$ cat src/rtl/bp_fe_realigner_if.sv
// bp_fe_realigner_if: fetch-block input and aligned-packet output bus of the realigner
interface bp_fe_realigner_if #(parameter int vaddr_width_p = 39, parameter int fetch_width_p = 32);
  localparam int cnt_w = $clog2(fetch_width_p/16 + 2);
  logic fetch_v_i;
  logic fetch_ready_and_o;
  logic [vaddr_width_p-1:0] fetch_pc_i;
  logic [fetch_width_p-1:0] fetch_data_i;
  logic v_o;
  logic ready_and_i;
  logic [vaddr_width_p-1:0] pc_o;
  logic [fetch_width_p+15:0] instr_o;
  logic [cnt_w-1:0] count_o;
  logic partial_v_o;
  logic seq_err_o;
  modport master (
    output fetch_v_i, fetch_pc_i, fetch_data_i, ready_and_i,
    input fetch_ready_and_o, v_o, pc_o, instr_o, count_o, partial_v_o, seq_err_o
  );
  modport slave (
    input fetch_v_i, fetch_pc_i, fetch_data_i, ready_and_i,
    output fetch_ready_and_o, v_o, pc_o, instr_o, count_o, partial_v_o, seq_err_o
  );
endinterface

$ cat src/rtl/bp_fe_realigner.sv
// bp_fe_realigner: packs fetch blocks into halfword-aligned packets of whole instructions
module bp_fe_realigner #(
  parameter int vaddr_width_p = 39,
  parameter int fetch_width_p = 32
) (
  input logic clk_i,
  input logic reset_i,
  input logic flush_i,
  bp_fe_realigner_if.slave bus
);
  localparam int h = fetch_width_p/16;
  localparam int off_w = $clog2(h);
  localparam int cnt_w = $clog2(h + 2);
  logic partial_v_r, v_r, seq_err_r;
  logic [vaddr_width_p-1:0] partial_pc_r, pc_r;
  logic [15:0] partial_hw_r;
  logic [fetch_width_p+15:0] instr_r, n_instr;
  logic [cnt_w-1:0] cnt_r;
  logic [off_w-1:0] off;
  logic [vaddr_width_p-1:0] base, n_pc;
  logic seq, take, accept;
  logic [15:0] take_hw, hw;
  int nxt, cnt;
  assign off = bus.fetch_pc_i[off_w:1];
  assign base = {bus.fetch_pc_i[vaddr_width_p-1:off_w+1], {(off_w+1){1'b0}}};
  assign seq = partial_v_r && off == '0 && base == partial_pc_r + vaddr_width_p'(2);
  assign n_pc = seq ? partial_pc_r : bus.fetch_pc_i & ~vaddr_width_p'(1);
  assign bus.fetch_ready_and_o = ~flush_i & (~v_r | bus.ready_and_i);
  assign accept = bus.fetch_v_i & bus.fetch_ready_and_o;
  // A held residue pairs with halfword 0 of the next sequential block, so scanning resumes at 1
  always_comb begin
    n_instr = '0;
    take = 1'b0;
    take_hw = '0;
    hw = '0;
    nxt = seq ? 1 : int'(off);
    cnt = seq ? 2 : 0;
    if (seq) n_instr[31:0] = {bus.fetch_data_i[15:0], partial_hw_r};
    for (int k = 0; k < h; k++) begin
      if (k == nxt) begin
        hw = bus.fetch_data_i[16*k +: 16];
        if (hw[1:0] != 2'b11) begin
          n_instr[16*cnt +: 16] = hw;
          cnt = cnt + 1;
          nxt = k + 1;
        end else if (k + 1 < h) begin
          n_instr[16*cnt +: 16] = hw;
          n_instr[16*(cnt+1) +: 16] = bus.fetch_data_i[16*((k+1)%h) +: 16];
          cnt = cnt + 2;
          nxt = k + 2;
        end else begin
          take = 1'b1;
          take_hw = hw;
        end
      end
    end
  end
  always_ff @(posedge clk_i or posedge reset_i) begin
    if (reset_i) begin
      v_r <= 1'b0;
      pc_r <= '0;
      instr_r <= '0;
      cnt_r <= '0;
      partial_v_r <= 1'b0;
      partial_pc_r <= '0;
      partial_hw_r <= '0;
      seq_err_r <= 1'b0;
    end else if (flush_i) begin
      v_r <= 1'b0;
      partial_v_r <= 1'b0;
      seq_err_r <= 1'b0;
    end else begin
      if (bus.ready_and_i) v_r <= 1'b0;
      if (accept) begin
        if (cnt != 0) begin
          v_r <= 1'b1;
          pc_r <= n_pc;
          instr_r <= n_instr;
          cnt_r <= cnt_w'(cnt);
        end
        partial_v_r <= take;
        if (take) begin
          partial_pc_r <= {bus.fetch_pc_i[vaddr_width_p-1:off_w+1], {off_w{1'b1}}, 1'b0};
          partial_hw_r <= take_hw;
        end
        if (partial_v_r && !seq) seq_err_r <= 1'b1;
      end
    end
  end
  assign bus.v_o = v_r;
  assign bus.pc_o = pc_r;
  assign bus.instr_o = instr_r;
  assign bus.count_o = cnt_r;
  assign bus.partial_v_o = partial_v_r;
  assign bus.seq_err_o = seq_err_r;
endmodule
$ cat src/flat_wrapper.sv
// flat-port wrapper written by rule: the top's interface ports become plain ports
module bp_fe_realigner_flat 
#(
  parameter int vaddr_width_p = 39,
  parameter int fetch_width_p = 32
)
  (clk_i, reset_i, flush_i, bus_fetch_v_i, bus_fetch_pc_i, bus_fetch_data_i, bus_ready_and_i, bus_fetch_ready_and_o, bus_v_o, bus_pc_o, bus_instr_o, bus_count_o, bus_partial_v_o, bus_seq_err_o);
  bp_fe_realigner_if #(.vaddr_width_p(vaddr_width_p), .fetch_width_p(fetch_width_p)) bus_i ();
  input logic clk_i;
  input logic reset_i;
  input logic flush_i;
  input wire logic [$bits(bus_i.fetch_v_i)-1:0] bus_fetch_v_i;
  input wire logic [$bits(bus_i.fetch_pc_i)-1:0] bus_fetch_pc_i;
  input wire logic [$bits(bus_i.fetch_data_i)-1:0] bus_fetch_data_i;
  input wire logic [$bits(bus_i.ready_and_i)-1:0] bus_ready_and_i;
  output wire logic [$bits(bus_i.fetch_ready_and_o)-1:0] bus_fetch_ready_and_o;
  output wire logic [$bits(bus_i.v_o)-1:0] bus_v_o;
  output wire logic [$bits(bus_i.pc_o)-1:0] bus_pc_o;
  output wire logic [$bits(bus_i.instr_o)-1:0] bus_instr_o;
  output wire logic [$bits(bus_i.count_o)-1:0] bus_count_o;
  output wire logic [$bits(bus_i.partial_v_o)-1:0] bus_partial_v_o;
  output wire logic [$bits(bus_i.seq_err_o)-1:0] bus_seq_err_o;
  assign bus_i.fetch_v_i = bus_fetch_v_i;
  assign bus_i.fetch_pc_i = bus_fetch_pc_i;
  assign bus_i.fetch_data_i = bus_fetch_data_i;
  assign bus_i.ready_and_i = bus_ready_and_i;
  assign bus_fetch_ready_and_o = bus_i.fetch_ready_and_o;
  assign bus_v_o = bus_i.v_o;
  assign bus_pc_o = bus_i.pc_o;
  assign bus_instr_o = bus_i.instr_o;
  assign bus_count_o = bus_i.count_o;
  assign bus_partial_v_o = bus_i.partial_v_o;
  assign bus_seq_err_o = bus_i.seq_err_o;
  bp_fe_realigner #(.vaddr_width_p(vaddr_width_p), .fetch_width_p(fetch_width_p)) u_core (.clk_i(clk_i), .reset_i(reset_i), .flush_i(flush_i), .bus(bus_i));
endmodule
$ cat config.mk
export PLATFORM = sky130hd
export DESIGN_NAME = bp_fe_realigner_flat
export DESIGN_NICKNAME = d
export VERILOG_FILES = /design/src/rtl/bp_fe_realigner_if.sv /design/src/rtl/bp_fe_realigner.sv /design/src/flat_wrapper.sv
export SDC_FILE = /design/constraint.sdc
export NUM_CORES = 1
export LEC_CHECK = 0
export ABC_AREA = 1
export BUFFER_PORTS_ARGS = -buffer_cell sky130_fd_sc_hd__buf_2
export CELL_PAD_IN_SITES_DETAIL_PLACEMENT = 1
export CELL_PAD_IN_SITES_GLOBAL_PLACEMENT = 1
export CORE_MARGIN = 2
export CORE_UTILIZATION = 43
export CTS_CLUSTER_DIAMETER = 30
export DETAILED_ROUTE_END_ITERATION = 8
export GPL_TIMING_DRIVEN = 0
export PLACE_DENSITY_LB_ADDON = 0.12
export SETUP_SLACK_MARGIN = 0.15
export SLEW_MARGIN = 25
export SYNTH_ARGS = -nofsm -noshare
export SYNTH_HDL_FRONTEND = slang
export SYNTH_SLANG_ARGS = --single-unit
export TNS_END_PERCENT = 20
$ cat constraint.sdc
create_clock -name clk_i -period 13.8 [get_ports clk_i]
set_input_delay 2.76 -clock clk_i [delete_from_list [all_inputs] [get_ports clk_i]]
set_output_delay 2.76 -clock clk_i [all_outputs]
set_load 0.05 [all_outputs]
==> impl_metrics.csv <==
group,metric,value,unit
layout,nets,1678,
clock_network,clock_latency,430,ps
critical_path,arrival,7120,ps
logic_synthesis,syn_avg_cell_area,6.57,µm²
worst_hold_path,hp-start,"u_core.bus.count_o[1]$_DFFE_PP0P_",
sta,worst_slew_pin_slew,779,ps
sta,layout_min_cycle_time,6790,ps
die,design.core.area,21100,µm²
logic_synthesis,async_flop_share,1.00,
logic_synthesis,synthTopCellsByArea,"dfrtp_1 39%, nand2_1 23%, nand3_1 7.8%",
layout,antenna_cells,0,
critical_path,r2r_start,"u_core.partial_pc_r[2]$_DFFE_PP0P_",
critical_path,reg2reg_depth,24,
routing,vias_per_cell,5.32,
global_route,grt_use_total,0.302,
global_route,busiest_layer,"met2",
worst_hold_path,whs_endpoint,"u_core.bus.count_o[1]$_DFFE_PP0P_",
logic_synthesis,yosysSeqAreaShare,0.388,
logic_synthesis,synth_top_family_by_area,"simple AND/OR/NAND/NOR gates",
layout,fill_cells,2938,
layout,area_growth,19.2,%
routing,detail_route.wl_per_cell,17.7,µm
routing,drc,0,
clock_network,ctsLongestPathBuffers,2,
sta,rsz0062_at_grt,"no",
clock_network,htree_levels,4,
routing,via_count,10031,
layout,drive_gt1_frac,0.156,
die,dieArea,22800,µm²
sta,fmax,147,MHz
place,portBuffers,166,
clock_network,holdBufCountCts,0,
critical_path,reg2reg_slack,8330,ps
critical_path,crit_type,"input pin to flop",
worst_hold_path,min_path_type,"flop to flop",
sta,slew_viol_final,0,
critical_path,start_kind,"input pin",
logic_synthesis,ys_ff_latch,144,
routing,dr.first_iter.drc_count,626,
critical_path,critPathMaxStageDelay,540,ps
sta,finalSetupViolations,0,
worst_hold_path,holdPathStages,2,
die,die_y,151,µm
routing,first_pass_iters,5,
run_status,status,"finished, final reports clean",
place,dp.cells,1856,
die,io_pins,169,
global_route,antenna_found_initial,1,
critical_path,worstPathRequired,14120,ps
place,dp_worst_setup_slack,6700,ps
sta,finalHoldViolations,0,
logic_synthesis,synth_compound_area_frac,0.0797,
die,initial_core_util,0.441,
critical_path,crit_chain,"buf_2, clkinv_1, nand3_1, nor2_1, nand2_1, nor2_1, nand2_1, nor2_1, nand2_1, nor2_1, nand3_1, nor2_1, clkbuf_1, ha_1, inv_1, clkbuf_1, o211ai_2, nand2_4, nand2_2, buf_6, buf_4, nand2_1, nand2_1",
global_route,met1_usage,0.435,
critical_path,slowest_stage,"clkbuf_1",
die,row_count,53,
logic_synthesis,muxShareOfSynthArea,0,
clock_network,cts_tree,"yes",
logic_synthesis,synthXorXnorAreaFrac,0.0349,
logic_synthesis,synthFlopType,"dfrtp_1",
routing,totalWireLength,33.4,mm
sta,setup_slack,7010,ps
logic_synthesis,synth-edff-count,0,
global_route,overflow,0,
logic_synthesis,synth_top_area_frac,0.388,
critical_path,worstSetupEndpointType,"flop",
flow_run,cap_violations,0,
critical_path,worstPathMaxFanout,10,
sta,clock_skew,8.83,ps
global_route,grt_max_degree,84,
die,die_w,151,µm
clock_network,cts_resized,0,
logic_synthesis,syn_inst,1414,
logic_synthesis,synthDistinctLibCells,38,
logic_synthesis,synthAdderAreaFrac,0.00269,
clock_network,cts_root_buf,"clkbuf_16",
logic_synthesis,syn_nets,1492,
logic_synthesis,synthTopCellsByCount,"573 x nand2_1, 164 x inv_1, 145 x nand3_1",
place,place.gp.congestion,0.935,
sta,post-route-period-util,0.492,
clock_network,postCtsSetupBuffers,0,
power_and_ir_drop,p_leak,6.16,nW
global_route,grt_pass1_wl,53.2,mm
clock_network,cts_buffers,17,
power_and_ir_drop,cellPowerDensity,140,nW/µm²
critical_path,r2r_end,"u_core.bus.instr_o[26]$_DFFE_PP0P_",
global_route,use_met2,0.474,
layout,final_cells,1887,
logic_synthesis,synth_warnings,0,
logic_synthesis,synthesis.area,9290,µm²
logic_synthesis,yosys.cell_count.top_type,"nand2_1",
clock_network,clk_pin_slew,70,ps
logic_synthesis,synth_top_cell_by_area,"dfrtp_1",
global_route,grt_pass1_vias,9988,
clock_network,clock-sinks,144,
sta,slew_headroom,0.477,
place,dp_hpwl,25.6,mm
power_and_ir_drop,total_power,0.00155,W
logic_synthesis,synth-simple-area-share,0.394,
sta,tns,0,ps
global_route,use_met3,0.0503,
routing,antenna_left,0,
power_and_ir_drop,ir_drop,0.0000826,V
-- cell families after synthesis --
group                      after synthesis
and+or+nand+nor                        872
buffers and inverters                  226
DFF                                    144
AOI/OAI and AO/OA                      132
xor gates and xnor gates                37
adders and majority gates                2
other                                    1
-- final cells by class --
| type | instances | area [µm²] | area share |
|---|---|---|---|
| Clock inverter | 12 | 123 | 0.0111 |
| Sequential cell | 144 | 3600 | 0.325 |
| Multi-Input combinational cell | 1044 | 4750 | 0.429 |
| Timing Repair Buffer | 167 | 858 | 0.0775 |
| Clock buffer | 19 | 453 | 0.0409 |
| Inverter | 167 | 634 | 0.0573 |
| Buffer | 59 | 310 | 0.0280 |
| Tap cell | 275 | 344 | 0.0311 |
-- routing by layer --
metal | vias up | wire length, µm
li1 | 4802 | -
met1 | 4908 | 15900
met2 | 274 | 15100
met3 | 45 | 1830
met4 | 2 | 582
met5 | - | 11
-- how the worst max path moves through the flow --
stage | end | cells after the start | startpoint | slack, ps
global route | u_core.bus.instr_o[26]$_DFFE_PP0P_ | 23 | bus_fetch_pc_i[1] | 6650
finish | u_core.bus.instr_o[26]$_DFFE_PP0P_ | 23 | bus_fetch_pc_i[1] | 7010
detailed placement | u_core.bus.instr_o[26]$_DFFE_PP0P_ | 23 | bus_fetch_pc_i[1] | 6700
floorplan | u_core.bus.count_o[0]$_DFFE_PP0P_ | 1 | reset_i | 7170
global placement | u_core.partial_pc_r[14]$_DFFE_PP0P_ | 2 | reset_i | 5360
CTS | u_core.bus.instr_o[26]$_DFFE_PP0P_ | 23 | bus_fetch_pc_i[1] | 7100
-- stage by stage --
step	hold slack, ps	utilization	cell area, µm²
floorplan	434	-	9290
global placement	458	0.496	10500
detailed placement	461	0.498	10500
CTS	481	0.525	11100
global route	526	0.525	11100
finish	481	0.525	11100
-- worst max-delay path, delay by kind of cell --
family                     cells  cell delay, ps
and+or+nand+nor               14            1970
buffers and inverters          7            1810
adders and majority gates      1             360
AOI/OAI and AO/OA              1             200
-- registers in the layout, summed over array words and instances, names as in the netlist --
| signal | count |
|---|---|
| u_core.bus.count_o | 2 |
| u_core.bus.v_o | 1 |
| u_core.bus.partial_v_o | 1 |
| u_core.partial_pc_r | 38 |
| u_core.bus.pc_o | 38 |
| u_core.bus.seq_err_o | 1 |
| u_core.partial_hw_r | 15 |
| u_core.bus.instr_o | 48 |
-- cells in the final DEF, fill, tap and decap left out, types with 2 or more instances in the layout --
master      instances
o311ai_0           14
clkbuf_16          17
nand4_1            15
xor2_1             18
buf_6               7
o21bai_1            4
buf_1               6
o211ai_1            2
nand2_2             6
nor3b_1             2
nor3_1              4
nor2_2             10
ha_1                2
inv_2               2
inv_8               2
nand2_1           573
inv_1             163
buf_4               6
nand3b_1           11
buf_2             177
o21ai_0           102
clkbuf_8            2
nand2_4             2
or2_2               2
xnor2_1            19
nor2_1             94
dfrtp_1           144
clkinvlp_4          2
a21oi_1             3
clkbuf_1           29
nand3_1           145
nor2_4              4
inv_6               6
o21ai_1             4
-- power breakdown --
| part | leakage (nW) | internal (W) | total [W] | switching, W |
|---|---|---|---|---|
| clock | 0.280 | 0.000262 | 0.000469 | 0.000208 |
| sequential | 1.83 | 0.000498 | 0.000565 | 0.0000672 |
| combinational | 4.05 | 0.000141 | 0.000511 | 0.000370 |
Power figures use the tool's default switching activity.
